===== config.mk =====
export PLATFORM = sky130hd
export DESIGN_NAME = mem_access_flat
export DESIGN_NICKNAME = d
export VERILOG_FILES = /design/src/rtl/cpu_types_pkg.sv /design/src/rtl/mem_access_if.sv /design/src/rtl/mem_access_link_reg.sv /design/src/rtl/mem_access.sv /design/src/flat_wrapper.sv
export SDC_FILE = /design/constraint.sdc
export NUM_CORES = 1
export LEC_CHECK = 0
export CORE_ASPECT_RATIO = 1.2
export CORE_MARGIN = 10
export CORE_UTILIZATION = 35
export DETAILED_ROUTE_END_ITERATION = 10
export PLACE_DENSITY = 0.78
export SLEW_MARGIN = 15
export SYNTH_ARGS = -nofsm -noshare
export SYNTH_HDL_FRONTEND = slang
export SYNTH_SLANG_ARGS = --single-unit

===== constraint.sdc =====
create_clock -name CLK -period 1.9 [get_ports CLK]
set_clock_uncertainty 0.1 [all_clocks]
set_input_delay 0.19 -clock CLK [delete_from_list [all_inputs] [get_ports CLK]]
set_output_delay 0.19 -clock CLK [all_outputs]
set_load 0.1 [all_outputs]

===== src/rtl/cpu_types_pkg.sv =====
// Shared datapath types for the memory-access stage: word type, stage FSM
// states and a word-granular address compare used by the link logic.
package cpu_types_pkg;

   localparam int WORD_W  = 32;
   localparam int WADDR_W = WORD_W - 2;

   typedef logic [WORD_W-1:0]  word_t;
   typedef logic [WADDR_W-1:0] waddr_t;

   typedef enum logic {
      IDLE   = 1'b0,
      ACCESS = 1'b1
   } mem_state_t;

   localparam word_t WORD_MASK = 32'hFFFF_FFFC;

   // Two byte addresses fall in the same 32-bit word.
   function automatic logic same_word(input word_t a, input word_t b);
      return ((a ^ b) & WORD_MASK) == '0;
   endfunction

endpackage


===== src/rtl/mem_access_if.sv =====
// Data-cache request/response bus between the memory stage (master) and the
// data cache (slave).
interface mem_access_if;
   import cpu_types_pkg::*;

   logic  dmemREN_o;
   logic  dmemWEN_o;
   word_t dmemaddr_o;
   word_t dmemstore_o;
   logic  dhit_i;
   word_t dmemload_i;

   modport master (
      output dmemREN_o,
      output dmemWEN_o,
      output dmemaddr_o,
      output dmemstore_o,
      input  dhit_i,
      input  dmemload_i
   );

   modport slave (
      input  dmemREN_o,
      input  dmemWEN_o,
      input  dmemaddr_o,
      input  dmemstore_o,
      output dhit_i,
      output dmemload_i
   );

endinterface


===== src/rtl/mem_access_link_reg.sv =====
// Load-linked reservation: one word address plus a valid bit, broken by a
// matching own store or a matching remote snoop.
module link_reg
   import cpu_types_pkg::*;
(
   input  logic   CLK,
   input  logic   RST,
   input  logic   set,
   input  logic   store_done,
   input  word_t  addr,
   input  logic   snoop_valid,
   input  word_t  snoop_addr,
   output logic   link_valid,
   output waddr_t link_addr,
   output logic   snoop_hit
);

   logic   link_valid_reg;
   waddr_t link_addr_reg;
   logic   store_match;
   logic   snoop_on_set;

   assign store_match  = same_word(addr, {link_addr_reg, 2'b00});
   assign snoop_hit    = snoop_valid & link_valid_reg &
                         same_word(snoop_addr, {link_addr_reg, 2'b00});
   // A snoop to the word being linked this very edge kills the new link.
   assign snoop_on_set = snoop_valid & same_word(snoop_addr, addr);

   always_ff @(posedge CLK) begin
      if (RST) begin
         link_valid_reg <= 1'b0;
         link_addr_reg  <= '0;
      end else if (set) begin
         link_addr_reg  <= addr[31:2];
         link_valid_reg <= ~snoop_on_set;
      end else if ((store_done & store_match) | snoop_hit) begin
         link_valid_reg <= 1'b0;
      end
   end

   assign link_valid = link_valid_reg;
   assign link_addr  = link_addr_reg;

endmodule


===== src/rtl/mem_access.sv =====
// Memory stage controller: issues one data-cache access at a time, stalls the
// pipeline until the cache answers, and handles LL/SC through link_reg.
module mem_access
   import cpu_types_pkg::*;
(
   input  logic   CLK,
   input  logic   RST,
   input  logic   valid_i,
   input  logic   memren_i,
   input  logic   memwen_i,
   input  logic   ll_i,
   input  logic   sc_i,
   input  word_t  addr_i,
   input  word_t  store_i,
   mem_access_if.master dmem,
   input  logic   snoop_valid_i,
   input  word_t  snoop_addr_i,
   output word_t  dload_o,
   output logic   stall_o,
   output logic   memwb_en_o
);

   mem_state_t state_reg, state_next;
   word_t      dload_reg, dload_next;

   logic   link_valid;
   waddr_t link_addr;
   logic   snoop_hit;
   logic   link_set;
   logic   store_done;
   logic   mem_op;
   logic   is_load;
   logic   sc_ok;
   logic   sc_fail;
   logic   stall;
   logic   ren;
   logic   wen;

   assign mem_op  = valid_i & (memren_i | memwen_i);
   assign is_load = memren_i & ~memwen_i;
   // A snoop landing on the linked word in the same cycle spoils the SC.
   assign sc_ok   = link_valid & same_word(addr_i, {link_addr, 2'b00}) & ~snoop_hit;
   assign sc_fail = valid_i & sc_i & ~sc_ok;

   link_reg u_link_reg (
      .CLK         (CLK),
      .RST         (RST),
      .set         (link_set),
      .store_done  (store_done),
      .addr        (addr_i),
      .snoop_valid (snoop_valid_i),
      .snoop_addr  (snoop_addr_i),
      .link_valid  (link_valid),
      .link_addr   (link_addr),
      .snoop_hit   (snoop_hit)
   );

   always_comb begin
      state_next = state_reg;
      dload_next = dload_reg;
      stall      = 1'b0;
      ren        = 1'b0;
      wen        = 1'b0;
      link_set   = 1'b0;
      store_done = 1'b0;
      case (state_reg)
         IDLE: begin
            if (sc_fail) begin
               dload_next = '0;
            end else if (mem_op) begin
               stall      = 1'b1;
               state_next = ACCESS;
            end
         end
         ACCESS: begin
            ren = is_load;
            wen = memwen_i;
            if (dmem.dhit_i) begin
               state_next = IDLE;
               store_done = memwen_i;
               link_set   = ll_i & is_load;
               if (sc_i & memwen_i) begin
                  dload_next = 32'd1;
               end else if (is_load) begin
                  dload_next = dmem.dmemload_i;
               end
            end else begin
               stall = 1'b1;
            end
         end
         default: begin
            state_next = IDLE;
         end
      endcase
   end

   always_ff @(posedge CLK) begin
      if (RST) begin
         state_reg <= IDLE;
         dload_reg <= '0;
      end else begin
         state_reg <= state_next;
         dload_reg <= dload_next;
      end
   end

   assign dmem.dmemREN_o   = ren;
   assign dmem.dmemWEN_o   = wen;
   assign dmem.dmemaddr_o  = addr_i;
   assign dmem.dmemstore_o = store_i;

   assign dload_o    = dload_reg;
   assign stall_o    = stall;
   assign memwb_en_o = ~stall;

endmodule


===== src/flat_wrapper.sv =====
// flat-port wrapper written by rule: the top's interface ports become plain ports
module mem_access_flat import cpu_types_pkg::*;
  (CLK, RST, valid_i, memren_i, memwen_i, ll_i, sc_i, addr_i, store_i, snoop_valid_i, snoop_addr_i, dload_o, stall_o, memwb_en_o, dmem_dmemREN_o, dmem_dmemWEN_o, dmem_dmemaddr_o, dmem_dmemstore_o, dmem_dhit_i, dmem_dmemload_i);
  mem_access_if dmem_i ();
  input  logic CLK;
  input  logic RST;
  input  logic valid_i;
  input  logic memren_i;
  input  logic memwen_i;
  input  logic ll_i;
  input  logic sc_i;
  input  word_t addr_i;
  input  word_t store_i;
  input  logic snoop_valid_i;
  input  word_t snoop_addr_i;
  output word_t dload_o;
  output logic stall_o;
  output logic memwb_en_o;
  output wire logic [$bits(dmem_i.dmemREN_o)-1:0] dmem_dmemREN_o;
  output wire logic [$bits(dmem_i.dmemWEN_o)-1:0] dmem_dmemWEN_o;
  output wire logic [$bits(dmem_i.dmemaddr_o)-1:0] dmem_dmemaddr_o;
  output wire logic [$bits(dmem_i.dmemstore_o)-1:0] dmem_dmemstore_o;
  input wire logic [$bits(dmem_i.dhit_i)-1:0] dmem_dhit_i;
  input wire logic [$bits(dmem_i.dmemload_i)-1:0] dmem_dmemload_i;
  assign dmem_dmemREN_o = dmem_i.dmemREN_o;
  assign dmem_dmemWEN_o = dmem_i.dmemWEN_o;
  assign dmem_dmemaddr_o = dmem_i.dmemaddr_o;
  assign dmem_dmemstore_o = dmem_i.dmemstore_o;
  assign dmem_i.dhit_i = dmem_dhit_i;
  assign dmem_i.dmemload_i = dmem_dmemload_i;
  mem_access u_core (.CLK(CLK), .RST(RST), .valid_i(valid_i), .memren_i(memren_i), .memwen_i(memwen_i), .ll_i(ll_i), .sc_i(sc_i), .addr_i(addr_i), .store_i(store_i), .dmem(dmem_i), .snoop_valid_i(snoop_valid_i), .snoop_addr_i(snoop_addr_i), .dload_o(dload_o), .stall_o(stall_o), .memwb_en_o(memwb_en_o));
endmodule

==> results of run 1 <==
==> power by group through the flow <==
| stage | sequential (uW) | combinational [uW] | clock, uW |
|---|---|---|---|
| after floorplan | 1430 | 874 | 0 |
| after global placement | 1390 | 1140 | 0 |
| after detailed placement | 1390 | 1150 | 0 |
| after CTS | 1360 | 1170 | 1690 |
| after global routing | 1360 | 1220 | 1770 |
| final | 1360 | 1170 | 1680 |
==> final cells by class <==
class	count	area, sq um	area share [%]
Timing Repair Buffer	254	2740	40.0
Multi-Input combinational cell	330	2310	33.8
Sequential cell	64	1290	18.9
Clock buffer	13	260	3.80
Tap cell	157	196	2.87
Clock inverter	3	40.0	0.584
Inverter	2	7.51	0.110
==> stage by stage <==
step / setup TNS (ns) / util [%]
global route: -18.98 / 59.8
floorplan: -0.499 / -
detailed placement: -28.51 / 54.3
finish: -16.61 / 59.8
CTS: -15.00 / 58.8
global placement: -25.33 / 54.3
==> cells in the final DEF (no fill, tap or decap), types with 2 or more instances in the layout <==
cell type	instances
buf_4	104
clkdlybuf4s50_1	95
nand2_1	92
dfxtp_1	57
xor2_1	44
xnor2_1	42
buf_12	39
a21oi_1	32
a32oi_1	30
o21ai_2	29
nand4_1	13
nor4_1	10
clkbuf_16	9
buf_6	8
dfxtp_2	6
dlymetal6s2s_1	4
xnor2_2	3
buf_16	3
nor4_4	2
nand3_2	2
and3_1	2
nor2_4	2
nor2_2	2
nor3_2	2
nor3_1	2
a31oi_1	2
clkbuf_8	2
clkinv_2	2
clkbuf_1	2
==> layer usage <==
layer  part of all wire (%)  vias to the layer above
li1                       -                     1963
met1                     36                     1940
met2                     50                      194
met3                    8.9                       46
met4                    4.4                        2
met5                  0.057                        -
==> worst min-delay path, stage by stage <==
cell and delay (ns):
dlymetal6s2s_1 0.17, buf_4 0.17, nand2_1 0.07, a21oi_1 0.06
==> synthesized netlist by cell type (2+ instances only) <==
library cell and instances:
a21oi_1 32, a31oi_1 2, a32oi_1 30, and3_1 2
buf_4 64, buf_6 3, clkbuf_1 23, dfxtp_1 64
nand2_1 92, nand3_1 3, nand4_1 13, nor2_1 5
nor3_1 4, nor4_1 12, o21ai_1 5, o21ai_2 25
or2_2 2, xnor2_1 45, xor2_1 45
==> kinds of logic after synthesis <==
logic type             count (synthesis)  share of synthesized area, %
multiplexers                           1                         0.277
AND/OR/NAND/NOR                      139                          15.7
AO/OA/AOI/OAI                        100                          18.1
XOR/XNOR                              90                          19.4
buffers and inverters                 92                          15.0
flip-flops                            64                          31.5
==> what timing repair did <==
action / 4_1_cts / 5_1_grt
buffers inserted: 6 / 5
setup endpoints to repair: 36 / 36
pin swaps: 28 / 13
gates cloned: 4 / 0
gates resized for setup: 23 / 18
endpoints found under the hold margin: 0 / 0
==> path summary, 6_finish.rpt <==
check	slack, ns	from	cells past startpoint	endpoint
setup / recovery	-0.69	u_core.u_link_reg.link_addr[15]$_SDFFE_PP0P_	8	stall_o
hold / removal	0.27	addr_i[7]	4	u_core.u_link_reg.link_addr[5]$_SDFFE_PP0P_
setup reg to reg	-0.49	u_core.u_link_reg.link_addr[15]$_SDFFE_PP0P_	10	u_core.dload_o[7]$_SDFFE_PP0P_
hold reg to reg	0.37	u_core.dload_o[6]$_SDFFE_PP0P_	2	u_core.dload_o[6]$_SDFFE_PP0P_
==> impl_results.html, run 1 <==
<table>
<tr><th>Metric</th><th>Value</th></tr>
<tr><th colspan="2">Run status</th></tr>
<tr><td>Result of the run</td><td>finished with violations</td></tr>
<tr><td>Failing checks</td><td>setup timing</td></tr>
<tr><th colspan="2">Timing</th></tr>
<tr><td>Clock period minus final worst setup slack</td><td>2.59 ns</td></tr>
<tr><td>Number of failing hold endpoints at the final stage</td><td>0</td></tr>
<tr><td>Final setup viols</td><td>36</td></tr>
<tr><td>Final setup slack of the worst path</td><td>-0.692 ns</td></tr>
<tr><td>Final Max Slew Viols</td><td>0</td></tr>
<tr><td>FMAX</td><td>slightly below 400 MHz</td></tr>
<tr><td>Period Utilization, post-route</td><td>136%</td></tr>
<tr><td>RSZ-0062 raised after global routing</td><td>true</td></tr>
<tr><td>Actual transition at the worst max-transition pin</td><td>0.697 ns</td></tr>
<tr><td>Slew Limit Headroom</td><td>53.4%</td></tr>
<tr><td>Tightest hold margin</td><td>between 0.2 and 0.3 ns</td></tr>
<tr><th colspan="2">Power</th></tr>
<tr><td>Power consumption</td><td>~4200 uW</td></tr>
<tr><td>Net switching share of the total power</td><td>29.7%</td></tr>
<tr><td>Power density normalized to cell area</td><td>614 nW/um^2</td></tr>
<tr><td>Power Internal</td><td>2960 uW</td></tr>
<tr><td>Leakage power</td><td>0.00277 uW</td></tr>
<tr><td>Power share of the combinational group</td><td>27.8%</td></tr>
<tr><td>Proportion of power drawn by the clock network</td><td>39.8%</td></tr>
<tr><td>Net Switching</td><td>1250 uW</td></tr>
<tr><td>Maximum vdd ir drop</td><td>0.420 mV</td></tr>
<tr><td>Power share of the sequential group</td><td>32.4%</td></tr>
<tr><th colspan="2">Critical path</th></tr>
<tr><td>Arrival @ worst endpoint</td><td>2.30 ns</td></tr>
<tr><td>Top cell family by delay on the critical path</td><td>simple AND/OR/NAND/NOR gates</td></tr>
<tr><td>Cell breakdown of the critical path</td><td>xnor2_2, nand4_1, or4_4, o31a_1, a21boi_4, buf_6, nor2_4, buf_12</td></tr>
<tr><td>Standard cell with the maximum stage delay on the critical path</td><td>or4_4</td></tr>
<tr><td>Setup Crit Path Kind</td><td>flip-flop to output pin</td></tr>
<tr><td>Category of the worst setup path capture point</td><td>output pin</td></tr>
<tr><td>Setup crit start kind</td><td>flip-flop</td></tr>
<tr><td>WP data required</td><td>1.61 ns</td></tr>
<tr><td>Largest incremental delay on the critical path</td><td>0.43 ns</td></tr>
<tr><td>Max Fanout on Critical Path</td><td>3</td></tr>
<tr><td>Worst path buffer plus inverter count</td><td>2</td></tr>
<tr><th colspan="2">Synthesis</th></tr>
<tr><td>Number of nets in the synthesized netlist</td><td>623</td></tr>
<tr><td>Yosys Warn Count</td><td>0</td></tr>
<tr><td>Commonest register cell after synthesis</td><td>dfxtp_1</td></tr>
<tr><td>Cell area after technology mapping</td><td>4060 sq um</td></tr>
<tr><td>Top area cells in the synthesized netlist</td><td>dfxtp_1, buf_4, xnor2_1</td></tr>
<tr><td>Share of the yosys chip area belonging to registers</td><td>31.5%</td></tr>
<tr><td>Fraction of synthesis flops using an asynchronous set or reset pin</td><td>0%</td></tr>
<tr><td>Flip-flop and latch count after synthesis</td><td>64</td></tr>
<tr><td>Top cell type's share of synthesized area</td><td>31.5%</td></tr>
<tr><td>Cell taking the most area after synthesis</td><td>dfxtp_1</td></tr>
<tr><td>Average size of a mapped cell</td><td>8.36 sq um</td></tr>
<tr><td>Number of instances in the synthesized netlist</td><td>approximately 490</td></tr>
<tr><td>Number of enable flip-flop cells after synthesis</td><td>0</td></tr>
<tr><td>Distinct cell type count of the synthesized netlist</td><td>34</td></tr>
<tr><th colspan="2">Routing</th></tr>
<tr><td>Via total after detailed routing</td><td>4,145</td></tr>
<tr><td>Ratio of routed vias to standard cells</td><td>around 5.0</td></tr>
<tr><td>DRT Wirelength</td><td>15.7 mm</td></tr>
<tr><td>Routed Antenna Nets</td><td>0</td></tr>
<tr><td>DRT Pass-1 Iters</td><td>4</td></tr>
<tr><td>Average wire per cell in the routed design</td><td>19.0 um</td></tr>
<tr><td>DRC violation total after the first TritonRoute iteration</td><td>182</td></tr>
<tr><td>Number of remaining DRC errors</td><td>0</td></tr>
<tr><th colspan="2">Run</th></tr>
<tr><td>Count of max-cap constraint violations</td><td>0</td></tr>
<tr><th colspan="2">GRT</th></tr>
<tr><td>Met3 GRT Util</td><td>6.76%</td></tr>
<tr><td>Met2 GRT Util</td><td>roughly 33%</td></tr>
<tr><td>Pin count of the biggest net entering global routing</td><td>61</td></tr>
<tr><td>GRT Total Usage</td><td>18.5%</td></tr>
<tr><td>Met1 routing resource usage after global routing</td><td>18.4%</td></tr>
<tr><td>First-pass GRT wire length</td><td>~24 mm</td></tr>
<tr><td>Busiest grt layer</td><td>met2</td></tr>
<tr><td>Grt total ovfl</td><td>0</td></tr>
<tr><td>Vias in the first global route</td><td>4,497</td></tr>
<tr><td>Number of antenna violations at the first check in global routing</td><td>1</td></tr>
<tr><th colspan="2">Floorplan</th></tr>
<tr><td>Placeable core region</td><td>approximately 11,000 sq um</td></tr>
<tr><td>Chip width</td><td>118 um</td></tr>
<tr><td>Initial Utilization</td><td>35.5%</td></tr>
<tr><td>Die ar.</td><td>16,300 sq um</td></tr>
<tr><td>Site row count</td><td>43</td></tr>
<tr><td>Die outline height</td><td>138 um</td></tr>
<tr><td>I/O pin cnt</td><td>237</td></tr>
<tr><th colspan="2">Clocking</th></tr>
<tr><td>Number of levels the H-tree was split into</td><td>3</td></tr>
<tr><td>CTS tree</td><td>built</td></tr>
<tr><td>Clock transition at path regs</td><td>roughly 0.050 ns</td></tr>
<tr><td>Clock tree buffer depth</td><td>2</td></tr>
<tr><td>Clock latency at the later pin of the worst-skew pair</td><td>0.33 ns</td></tr>
<tr><td>Number of buffers inserted during clock tree synthesis</td><td>9</td></tr>
<tr><td>Sinks on the clock net</td><td>64</td></tr>
<tr><td>Cell chosen for the clock root</td><td>clkbuf_16</td></tr>
<tr><td>CTS hold repair buffers</td><td>0</td></tr>
<tr><th colspan="2">Place</th></tr>
<tr><td>Placement-stage worst setup slack</td><td>-0.913 ns</td></tr>
<tr><td>Global placement routability congestion</td><td>0.913</td></tr>
<tr><td>Number of port buffers</td><td>166</td></tr>
<tr><td>Number of instances in the placed design</td><td>794</td></tr>
<tr><td>HPWL Detailed</td><td>about 12 mm</td></tr>
<tr><td>Placed instance area</td><td>slightly above 6000 sq um</td></tr>
<tr><th colspan="2">Min path</th></tr>
<tr><td>Worst hold-check path type</td><td>input port to flip-flop</td></tr>
<tr><th colspan="2">Final layout</th></tr>
<tr><td>Flip-flop count of the largest register, all copies and words added</td><td>32</td></tr>
<tr><td>Layout overhead on the synthesized area</td><td>68.7%</td></tr>
<tr><td>Post-layout net count</td><td>798</td></tr>
<tr><td>Number of antenna diodes</td><td>0</td></tr>
<tr><td>Fraction of layout cells with a size suffix above 1</td><td>33.9%</td></tr>
<tr><td>Filler-free cell count of the finished design</td><td>823</td></tr>
<tr><td>Finished Cell Area</td><td>6860 sq um</td></tr>
<tr><td>Number of fill cells</td><td>946</td></tr>
</table>
Power figures use the tool's default switching activity.
==> inputs of run 2 (changes only) <==
- CORE_MARGIN: 10 -> 8
==> impl_results.html, run 2 (same netlist as run 1, synthesis figures left out) <==
<table>
<tr><th>Metric</th><th>Value</th></tr>
<tr><th colspan="2">Final layout</th></tr>
<tr><td>Flip-flop count of the largest register, all copies and words added</td><td>32</td></tr>
<tr><td>Number of antenna diodes</td><td>0</td></tr>
<tr><td>Fraction of layout cells with a size suffix above 1</td><td>between 30% and 40%</td></tr>
<tr><td>Post-layout net count</td><td>about 800</td></tr>
<tr><td>Most used cells in the layout excluding fill and tap cells</td><td>buf_4, clkdlybuf4s50_1, nand2_1, dfxtp_1, xnor2_1</td></tr>
<tr><td>Final cell utilization of the core</td><td>60.2%</td></tr>
<tr><td>Most frequent standard cell in the layout excluding fill and tap cells</td><td>buf_4</td></tr>
<tr><td>Finished Cell Area</td><td>6900 sq um</td></tr>
<tr><td>Layout overhead on the synthesized area</td><td>69.8%</td></tr>
<tr><th colspan="2">Critical path</th></tr>
<tr><td>Setup Crit Path Kind</td><td>flip-flop to output pin</td></tr>
<tr><td>Reg2reg start</td><td>u_core.u_link_reg.link_addr[12]$_SDFFE_PP0P_</td></tr>
<tr><td>Largest incremental delay on the critical path</td><td>0.41 ns</td></tr>
<tr><td>Max Fanout on Critical Path</td><td>3</td></tr>
<tr><td>Category of the worst setup path capture point</td><td>output pin</td></tr>
<tr><td>Setup crit start kind</td><td>flip-flop</td></tr>
<tr><td>Critical register-to-register path endpoint</td><td>u_core.dload_o[17]$_SDFFE_PP0P_</td></tr>
<tr><td>Arrival @ worst endpoint</td><td>2.32 ns</td></tr>
<tr><td>Cell count of the worst reg-to-reg path</td><td>10</td></tr>
<tr><td>Top cell family by delay on the critical path</td><td>simple AND/OR/NAND/NOR gates</td></tr>
<tr><td>Worst path buffer plus inverter count</td><td>2</td></tr>
<tr><td>WP data required</td><td>1.61 ns</td></tr>
<tr><td>Worst-case register-to-register setup slack</td><td>-0.46 ns</td></tr>
<tr><td>Cell breakdown of the critical path</td><td>buf_4, xnor2_4, nand3_1, or4_1, o31a_1, a21boi_4, or2_4, buf_12</td></tr>
<tr><td>Standard cell with the maximum stage delay on the critical path</td><td>or4_1</td></tr>
<tr><th colspan="2">GRT</th></tr>
<tr><td>Vias in the first global route</td><td>approximately 4,400</td></tr>
<tr><td>First-pass GRT wire length</td><td>22.8 mm</td></tr>
<tr><td>Pin count of the biggest net entering global routing</td><td>61</td></tr>
<tr><td>Number of antenna violations at the first check in global routing</td><td>0</td></tr>
<tr><td>Grt total ovfl</td><td>0</td></tr>
<tr><td>GRT Total Usage</td><td>19.2%</td></tr>
<tr><th colspan="2">Power</th></tr>
<tr><td>Leakage power</td><td>0.00275 uW</td></tr>
<tr><td>Maximum vdd ir drop</td><td>0.475 mV</td></tr>
<tr><td>Power consumption</td><td>4210 uW</td></tr>
<tr><td>Power density normalized to cell area</td><td>610 nW/um^2</td></tr>
<tr><th colspan="2">Timing</th></tr>
<tr><td>Actual transition at the worst max-transition pin</td><td>roughly 0.69 ns</td></tr>
<tr><td>Final setup slack of the worst path</td><td>-0.713 ns</td></tr>
<tr><td>FMAX</td><td>383 MHz</td></tr>
<tr><td>Clock period minus final worst setup slack</td><td>2.61 ns</td></tr>
<tr><td>Setup tns final</td><td>-15.31 ns</td></tr>
<tr><td>Number of failing hold endpoints at the final stage</td><td>0</td></tr>
<tr><td>Final Max Slew Viols</td><td>0</td></tr>
<tr><td>Slew Limit Headroom</td><td>54.0%</td></tr>
<tr><td>RSZ-0062 raised after global routing</td><td>true</td></tr>
<tr><td>Final setup viols</td><td>36</td></tr>
<tr><td>Period Utilization, post-route</td><td>138%</td></tr>
<tr><th colspan="2">Floorplan</th></tr>
<tr><td>Placeable core region</td><td>11,500 sq um</td></tr>
<tr><td>Die ar.</td><td>15,300 sq um</td></tr>
<tr><td>Chip width</td><td>114 um</td></tr>
<tr><td>Initial Utilization</td><td>35.5%</td></tr>
<tr><td>Die outline height</td><td>134 um</td></tr>
<tr><td>Site row count</td><td>between 40 and 50</td></tr>
<tr><td>I/O pin cnt</td><td>237</td></tr>
<tr><th colspan="2">Min path</th></tr>
<tr><td>Hold path startpoint</td><td>store_i[25]</td></tr>
<tr><td>Hold-critical path endpoint</td><td>dmem_dmemstore_o[25]</td></tr>
<tr><td>Count of cells along the worst hold path</td><td>0</td></tr>
<tr><td>Worst hold-check path type</td><td>input port to output pin</td></tr>
<tr><th colspan="2">Clocking</th></tr>
<tr><td>Clock transition at path regs</td><td>0.05 ns</td></tr>
<tr><td>Number of levels the H-tree was split into</td><td>3</td></tr>
<tr><td>Clock tree buffer depth</td><td>2</td></tr>
<tr><td>Sinks on the clock net</td><td>64</td></tr>
<tr><td>Cell chosen for the clock root</td><td>clkbuf_16</td></tr>
<tr><td>CTS tree</td><td>built</td></tr>
<tr><td>Clock latency at the later pin of the worst-skew pair</td><td>approximately 0.32 ns</td></tr>
<tr><td>CTS hold repair buffers</td><td>0</td></tr>
<tr><td>Number of buffers inserted during clock tree synthesis</td><td>9</td></tr>
<tr><th colspan="2">Routing</th></tr>
<tr><td>DRT Pass-1 Iters</td><td>4</td></tr>
<tr><td>Ratio of routed vias to standard cells</td><td>about 5</td></tr>
<tr><td>DRC violation total after the first TritonRoute iteration</td><td>~140</td></tr>
<tr><td>DRT Wirelength</td><td>~15 mm</td></tr>
<tr><td>Number of remaining DRC errors</td><td>0</td></tr>
<tr><td>Via total after detailed routing</td><td>4,131</td></tr>
<tr><td>Average wire per cell in the routed design</td><td>between 15 and 20 um</td></tr>
<tr><td>Routed Antenna Nets</td><td>0</td></tr>
<tr><th colspan="2">Place</th></tr>
<tr><td>Placed instance area</td><td>6270 sq um</td></tr>
<tr><td>Number of port buffers</td><td>about 170</td></tr>
<tr><td>HPWL Detailed</td><td>11.6 mm</td></tr>
<tr><td>Global placement routability congestion</td><td>roughly 0.87</td></tr>
<tr><th colspan="2">Run status</th></tr>
<tr><td>Failing checks</td><td>setup timing</td></tr>
<tr><td>Result of the run</td><td>finished with violations</td></tr>
<tr><th colspan="2">Run</th></tr>
<tr><td>Count of max-cap constraint violations</td><td>0</td></tr>
</table>
## run 2: how the worst max path moves through the flow
| stage | start | slack [ns] | endpoint | depth (start not counted) |
|---|---|---|---|---|
| 2_1_floorplan | u_core.u_link_reg.link_addr[5]$_SDFFE_PP0P_ | -0.26 | stall_o | 6 |
| 3_3_place_gp | addr_i[7] | -0.74 | memwb_en_o | 9 |
| 3_5_place_dp | addr_i[7] | -0.74 | memwb_en_o | 9 |
| 4_1_cts | u_core.u_link_reg.link_addr[15]$_SDFFE_PP0P_ | -0.77 | memwb_en_o | 7 |
| 5_1_grt | u_core.u_link_reg.link_addr[24]$_SDFFE_PP0P_ | -0.83 | stall_o | 9 |
| 6_report | u_core.u_link_reg.link_addr[12]$_SDFFE_PP0P_ | -0.71 | memwb_en_o | 8 |
## run 2: where the power goes
group          total [uW]  switching [uW]  internal [uW]
Sequential           1360            9.77           1350
Clock                1660             575           1090
Combinational        1180             651            532
## run 2: metal layers
metal  global-route usage, %  part of all wire, %  vias up
met5                       0                    0        -
met4                    11.8                  4.2        0
met3                    6.43                  9.0       43
met2                    34.2                   51      182
met1                    18.6                   36     1939
li1                        -                    -     1967
## run 2: area by class of cell
class                   count  area [sq um]
fillers                   957          4560
repair buffers            257          2730
multi-input cells         330          2370
flip-flops and latches     64          1290
clock buffers              14           264
well taps                 157           196
clock inverters             2          37.5
inverters                   2          7.51
## run 2: what timing repair did
action	CTS	global route
pin swaps	11	27
setup buffers	3	4
resized for setup	11	30
endpoints found under the setup margin	36	36
cloned	2	1
hold endpoints to repair	0	0
## run 2: through the flow
| stage | hold slack (ns) | instances | setup WS [ns] |
|---|---|---|---|
| 6_report | 0.280 | 826 | -0.713 |
| 5_1_grt | 0.280 | 826 | -0.828 |
| 4_1_cts | 0.281 | 821 | -0.768 |
| 3_5_place_dp | 0.281 | 800 | -0.736 |
| 3_3_place_gp | 0.281 | 800 | -0.737 |
| 2_1_floorplan | 0.213 | 486 | -0.257 |
## run 2: worst register-to-register path, stage by stage, from the launching register on
cell	delay [ns]
dfxtp_4	0.35
buf_4	0.15
xnor2_4	0.16
nand3_1	0.09
or4_1	0.41
o31a_1	0.31
buf_4	0.15
buf_6	0.11
nand3b_4	0.16
clkbuf_16	0.20
o21ai_2	0.06
